**config.mk**
```make
export PLATFORM = sky130hd
export DESIGN_NAME = loop_addr_gen
export DESIGN_NICKNAME = d
export VERILOG_FILES = /design/src/rtl/loop_addr_gen_pkg.sv /design/src/rtl/loop_addr_gen_counter_max.sv /design/src/rtl/loop_addr_gen.sv
export SDC_FILE = /design/constraint.sdc
export NUM_CORES = 1
export LEC_CHECK = 0
export BUFFER_PORTS_ARGS = -buffer_cell sky130_fd_sc_hd__buf_4
export CORE_UTILIZATION = 52
export DETAILED_ROUTE_END_ITERATION = 10
export PLACE_DENSITY_LB_ADDON = 0.12
export SLEW_MARGIN = 30
export SYNTH_ARGS = -nofsm -noshare
export SYNTH_HDL_FRONTEND = slang
export SYNTH_HIERARCHICAL = 1
export SYNTH_SLANG_ARGS = --single-unit
```
**constraint.sdc**
```tcl
create_clock -name clk -period 2.7 [get_ports clk]
set_input_delay 0.27 -clock clk [delete_from_list [all_inputs] [get_ports clk]]
set_output_delay 0.27 -clock clk [all_outputs]
set_load 0.005 [all_outputs]
```
**src/rtl/loop_addr_gen_pkg.sv**
```systemverilog
// Shared types and defaults for the loop_addr_gen nested-loop address generator.
package loop_addr_gen_pkg;

  localparam int unsigned DW_DEF = 8;
  localparam int unsigned AW_DEF = 16;

  typedef enum logic [1:0] {
    IDLE = 2'd0,
    RUN  = 2'd1,
    DONE = 2'd2
  } lag_state_e;

  typedef struct packed {
    logic [AW_DEF-1:0] base;
    logic [AW_DEF-1:0] stride;
    logic [DW_DEF-1:0] max_col;
    logic [DW_DEF-1:0] max_row;
  } lag_cfg_t;

endpackage

```
**src/rtl/loop_addr_gen_counter_max.sv**
```systemverilog
// CounterMax stage: counts 0..max on en, wraps to 0 and raises co on the wrapping enable.
module loop_addr_gen_counter_max #(
  parameter int unsigned DW = 8
) (
  input  logic          clk,
  input  logic          rst_n,
  input  logic          clr,
  input  logic          en,
  input  logic [DW-1:0] max,
  output logic [DW-1:0] cnt,
  output logic          co
);

  assign co = en & (cnt == max);

  always_ff @(posedge clk or negedge rst_n) begin
    if (!rst_n) begin
      cnt <= '0;
    end else if (clr) begin
      cnt <= '0;
    end else if (en) begin
      cnt <= co ? '0 : cnt + 1'b1;
    end
  end

endmodule

```
**src/rtl/loop_addr_gen.sv**
```systemverilog
// Row x col nested-loop address generator with valid/ready output stream.
// Optional macro LOOP_ADDR_GEN_LAST_EN adds out_row_last / out_last markers.
module loop_addr_gen
  import loop_addr_gen_pkg::*;
#(
  parameter int unsigned DW = DW_DEF,
  parameter int unsigned AW = AW_DEF
) (
  input  logic          clk,
  input  logic          rst_n,
  input  logic          start,
  input  logic          clear,
  input  logic [AW-1:0] cfg_base,
  input  logic [AW-1:0] cfg_stride,
  input  logic [DW-1:0] cfg_max_col,
  input  logic [DW-1:0] cfg_max_row,
  output logic          out_valid,
  input  logic          out_ready,
  output logic [AW-1:0] out_addr,
  output logic          busy,
`ifdef LOOP_ADDR_GEN_LAST_EN
  output logic          out_row_last,
  output logic          out_last,
`endif
  output logic          done
);

  lag_state_e    state_q, state_d;
  logic [AW-1:0] stride_q;
  logic [DW-1:0] max_col_q, max_row_q;
  logic [AW-1:0] row_base_q;
  logic [DW-1:0] col_cnt, row_cnt;
  logic          col_co, row_co;
  logic          beat, last_beat, cnt_clr, accept;

  assign out_valid = (state_q == RUN);
  assign busy      = (state_q == RUN);
  assign done      = (state_q == DONE);
  assign beat      = out_valid & out_ready;
  // row counter only sees the col carry, so row_co already implies col_co
  assign last_beat = col_co & row_co;
  assign cnt_clr   = clear | (state_q != RUN);
  assign accept    = (state_q == IDLE) & start & ~clear;

  loop_addr_gen_counter_max #(.DW(DW)) u_col (
    .clk   (clk),
    .rst_n (rst_n),
    .clr   (cnt_clr),
    .en    (beat),
    .max   (max_col_q),
    .cnt   (col_cnt),
    .co    (col_co)
  );

  loop_addr_gen_counter_max #(.DW(DW)) u_row (
    .clk   (clk),
    .rst_n (rst_n),
    .clr   (cnt_clr),
    .en    (col_co),
    .max   (max_row_q),
    .cnt   (row_cnt),
    .co    (row_co)
  );

`ifdef LOOP_ADDR_GEN_LAST_EN
  assign out_row_last = out_valid & (col_cnt == max_col_q);
  assign out_last     = out_valid & (col_cnt == max_col_q) & (row_cnt == max_row_q);
`endif

  always_ff @(posedge clk or negedge rst_n) begin
    if (!rst_n) begin
      state_q <= IDLE;
    end else begin
      state_q <= state_d;
    end
  end

  always_comb begin
    state_d = state_q;
    unique case (state_q)
      IDLE:    if (start) state_d = RUN;
      RUN:     if (last_beat) state_d = DONE;
      DONE:    state_d = IDLE;
      default: state_d = IDLE;
    endcase
    if (clear) state_d = IDLE;
  end

  // Incremental addressing: row_base tracks the first address of the current row.
  always_ff @(posedge clk or negedge rst_n) begin
    if (!rst_n) begin
      stride_q   <= '0;
      max_col_q  <= '0;
      max_row_q  <= '0;
      row_base_q <= '0;
      out_addr   <= '0;
    end else if (accept) begin
      stride_q   <= cfg_stride;
      max_col_q  <= cfg_max_col;
      max_row_q  <= cfg_max_row;
      row_base_q <= cfg_base;
      out_addr   <= cfg_base;
    end else if (beat && !clear && !last_beat) begin
      if (col_co) begin
        row_base_q <= row_base_q + stride_q;
        out_addr   <= row_base_q + stride_q;
      end else begin
        out_addr   <= out_addr + 1'b1;
      end
    end
  end

endmodule

```
==> results.py <==
metrics = {
    "synthesis": {
        "async_flop_share_pct": 100,
        "synth_nets": 629,
        "post_synth.cell_area_avg_um2": 8.66,
        "synth_area_um2": 4820,
        "yosysTopAreaCellShare_pct": 42.5,
        "yosys.area_share.simple_pct": 24.2,
        "muxShareOfSynthArea_pct": 1.04,
        "synth_fa_ha_area_share_pct": 5.08,
        "synth_xor_area_share_pct": 7.44,
        "yosys-top-cells-count": "nand2_1 (132), dfrtp_1 (82), nor2_1 (43)",
        "syn_inst": 557,
        "synth_area_leader_cell": "dfrtp_1",
        "ys.flop_type": "dfrtp_1",
        "synth_top_family_by_area": "simple AND/OR/NAND/NOR gates",
        "yosysSeqAreaShare_pct": 42.5,
        "synth.distinct_cells": 62,
        "ys_warn_count": 6,
        "synth_compound_area_share_pct": 16.6,
        "synth-edff-count": 0,
        "synthTopCellsByArea": "dfrtp_1 (43%), nand2_1 (10%), xnor2_1 (4.7%)",
        "ys_ff_latch": 82,
        "yosysMostFrequentCell": "nand2_1",
    },
    "route": {
        "viasPerCell": 5.75,
        "num_vias": 4260,
        "drc": 7,
        "drtIter0Drc": 211,
        "wirelength_um": 12000,
        "drtAntennaViolNets": 0,
        "dr.pass1.iters": 8,
        "wl_per_cell_um": 16.1,
    },
    "timing": {
        "setup_violations": 0,
        "fin_crit_ps": 2540,
        "finalClockSkew_ps": 11.3,
        "rsz0062_at_grt": "false",
        "tightest_slew_ps": 759,
        "slew_violations": 0,
        "finalHoldWorstSlack_ps": 97.6,
        "finalCritPeriodShare_pct": 94.0,
        "totalNegativeSetupSlack_ps": 0,
        "fmax_mhz": 394,
        "slew_headroom_pct": 49.4,
        "hold_viol": 0,
        "finalWorstSetupSlack_ps": 163,
    },
    "placement": {
        "io_buffers": 71,
        "dpl.hpwl_um": 8440,
        "placed_area_um2": 5530,
        "placedCellCount": 725,
        "pre_cts_ws_ps": 135,
        "place_congestion": 0.911,
    },
    "setup_path": {
        "r2r-start": "stride_q[0]",
        "worstPathCellList": "ha_1 > fa_1 > a211oi_1 > o21a_1 > o21ai_2 > a41oi_2 > nor2_1 > o31ai_2 > o21ai_2 > a31oi_2",
        "cp_data_required_time_ps": 2980,
        "cp_slowest_cell": "fa_1",
        "path_class": "reg2reg",
        "worstPathMaxFanout": 3,
        "startpoint": "stride_q[0]",
        "arrival_ps": 2820,
        "end_kind": "flip-flop",
        "start_kind": "flip-flop",
        "crit_top_cell": "o21ai_2",
        "crit_path_max_incr_delay_ps": 440,
    },
    "pwr": {
        "cellPowerDensity_nw_per_um2": 678,
        "pwr-share-seq_pct": 41.2,
        "power_switching_mw": 1.35,
        "swShare_pct": 34.5,
        "p_clk_share_pct": 25.6,
        "p_comb_share_pct": 33.2,
        "power_mw": 3.91,
        "p_leak_nw": 2.65,
        "p_int_mw": 2.56,
        "ir_worst_vdd_v": 0.000311,
    },
    "finish": {
        "area_growth_pct": 19.5,
        "fin_nets": 701,
        "insertedDiodeCount": 0,
        "fin_area_um2": 5760,
        "drive_above_1_share_pct": 20.1,
        "fin_cells": 741,
        "fin_util_pct": 65.1,
    },
    "floorplan": {
        "die-width_um": 98.3,
        "initial_utilization_pct": 54.5,
        "rows": 34,
        "io-pin-count": 72,
        "die_h_um": 98.3,
        "die_area_um2": 9660,
        "fp.coreArea_um2": 8850,
    },
    "hold_path": {
        "hold_path.class": "in2reg",
        "min_from": "cfg_stride[4]",
    },
    "grt": {
        "grt_use_total_pct": 26.7,
        "antenna_found_initial": 0,
        "grt_max_degree": 83,
        "grt_pass1_wl_um": 20500,
        "grt_pass1_vias": 4148,
        "overflow": 0,
    },
    "outcome": {
        "violations": "DRC",
        "outcome": "finished with violations",
    },
    "run": {
        "maxCapViolCount": 0,
    },
    "clock_network": {
        "tritoncts": "done",
        "clock-sinks": 82,
        "worstSkewPairLatency_ps": 350,
        "cts-buffers-inserted": 9,
        "htreeDepth": 3,
        "clk_path_buf_depth": 2,
        "post_cts_buffers": 0,
        "clock_tree.root_cell": "clkbuf_8",
        "clk_pin_slew_ps": 90,
    },
}
cells by family after synthesis:
logic type	count (synthesis)
compound gates	123
simple gates	252
flops	82
fa+ha+maj	19
xor+xnor	41
buf+inv	35
mux	5
registers in the layout, indices dropped and copies added (netlist names):
name and flops:
out_addr 16, row_base_q 16, stride_q 16, max_col_q 8, max_row_q 8, u_col/cnt 8
u_row/cnt 8, state_q 2
layout make-up:
class	instances	area, um2
clock inverters	5	78.8
fillers	772	3090
inverters	9	33.8
well taps	108	135
repair buffers	87	659
clock buffers	10	138
multi-input cells	440	2670
flip-flops and latches	82	2050
worst max-delay path: cells and delay by family, from the launching register on:
| family | cells | cell delay (ps) |
|---|---|---|
| compound gates | 7 | 1310 |
| fa+ha+maj | 2 | 690 |
| flops | 1 | 390 |
| simple gates | 1 | 80 |
cell usage in the layout (no fill, tap or decap), types with 3 or more instances in the layout:
| cell type | count |
|---|---|
| nand2_1 | 131 |
| buf_4 | 85 |
| dfrtp_1 | 82 |
| nor2_1 | 43 |
| a21oi_1 | 34 |
| o21ai_0 | 31 |
| xnor2_1 | 26 |
| nor3_1 | 21 |
| ha_1 | 18 |
| xor2_1 | 15 |
| clkbuf_8 | 10 |
| inv_1 | 8 |
| nand4_1 | 8 |
| o22ai_1 | 7 |
| nand3_1 | 7 |
| and3_1 | 7 |
| a31oi_1 | 6 |
| a21o_1 | 5 |
| mux2i_1 | 5 |
| o21a_1 | 4 |
| a211oi_1 | 4 |
| nand2b_1 | 4 |
| a21boi_0 | 4 |
| or3_1 | 4 |
| nor3_2 | 4 |
| and2_1 | 3 |
| nor2b_1 | 3 |
routing by layer:
| layer | vias up | GRT usage (%) | routed length (um) |
|---|---|---|---|
| li1 | 2079 | - | - |
| met1 | 2024 | 38.0 | 5650 |
| met2 | 141 | 42.2 | 5480 |
| met3 | 16 | 4.72 | 679 |
| met4 | 0 | 7.58 | 148 |
| met5 | - | 0 | 0 |
worst paths after layout:
check | end | cells past startpoint | slack, ps
worst max register to register | out_addr[14] | 10 | 160
worst min-delay path | stride_q[4] | 3 | 100
worst min register to register | stride_q[7] | 2 | 490
max in group asynchronous | u_row/cnt[3] | 2 | 1650
min in group asynchronous | out_addr[5] | 2 | 520
worst max-delay path | out_addr[14] | 10 | 160
power by group through the flow:
stage,Clock [mW],Combinational (mW),Sequential (mW)
after floorplan,0,0.904,1.58
after global routing,1.06,1.46,1.64
after global placement,0,1.24,1.62
after CTS,1.02,1.28,1.61
after detailed placement,0,1.27,1.63
final,1.00,1.30,1.61
repair_timing:
| action | CTS | global route |
|---|---|---|
| endpoints found under the hold margin | 44 | 0 |
| resized for setup | 0 | 2 |
| endpoints found under the setup margin | 0 | 2 |
| hold buffers | 1 | 0 |
(Power assumes the default switching activity.)
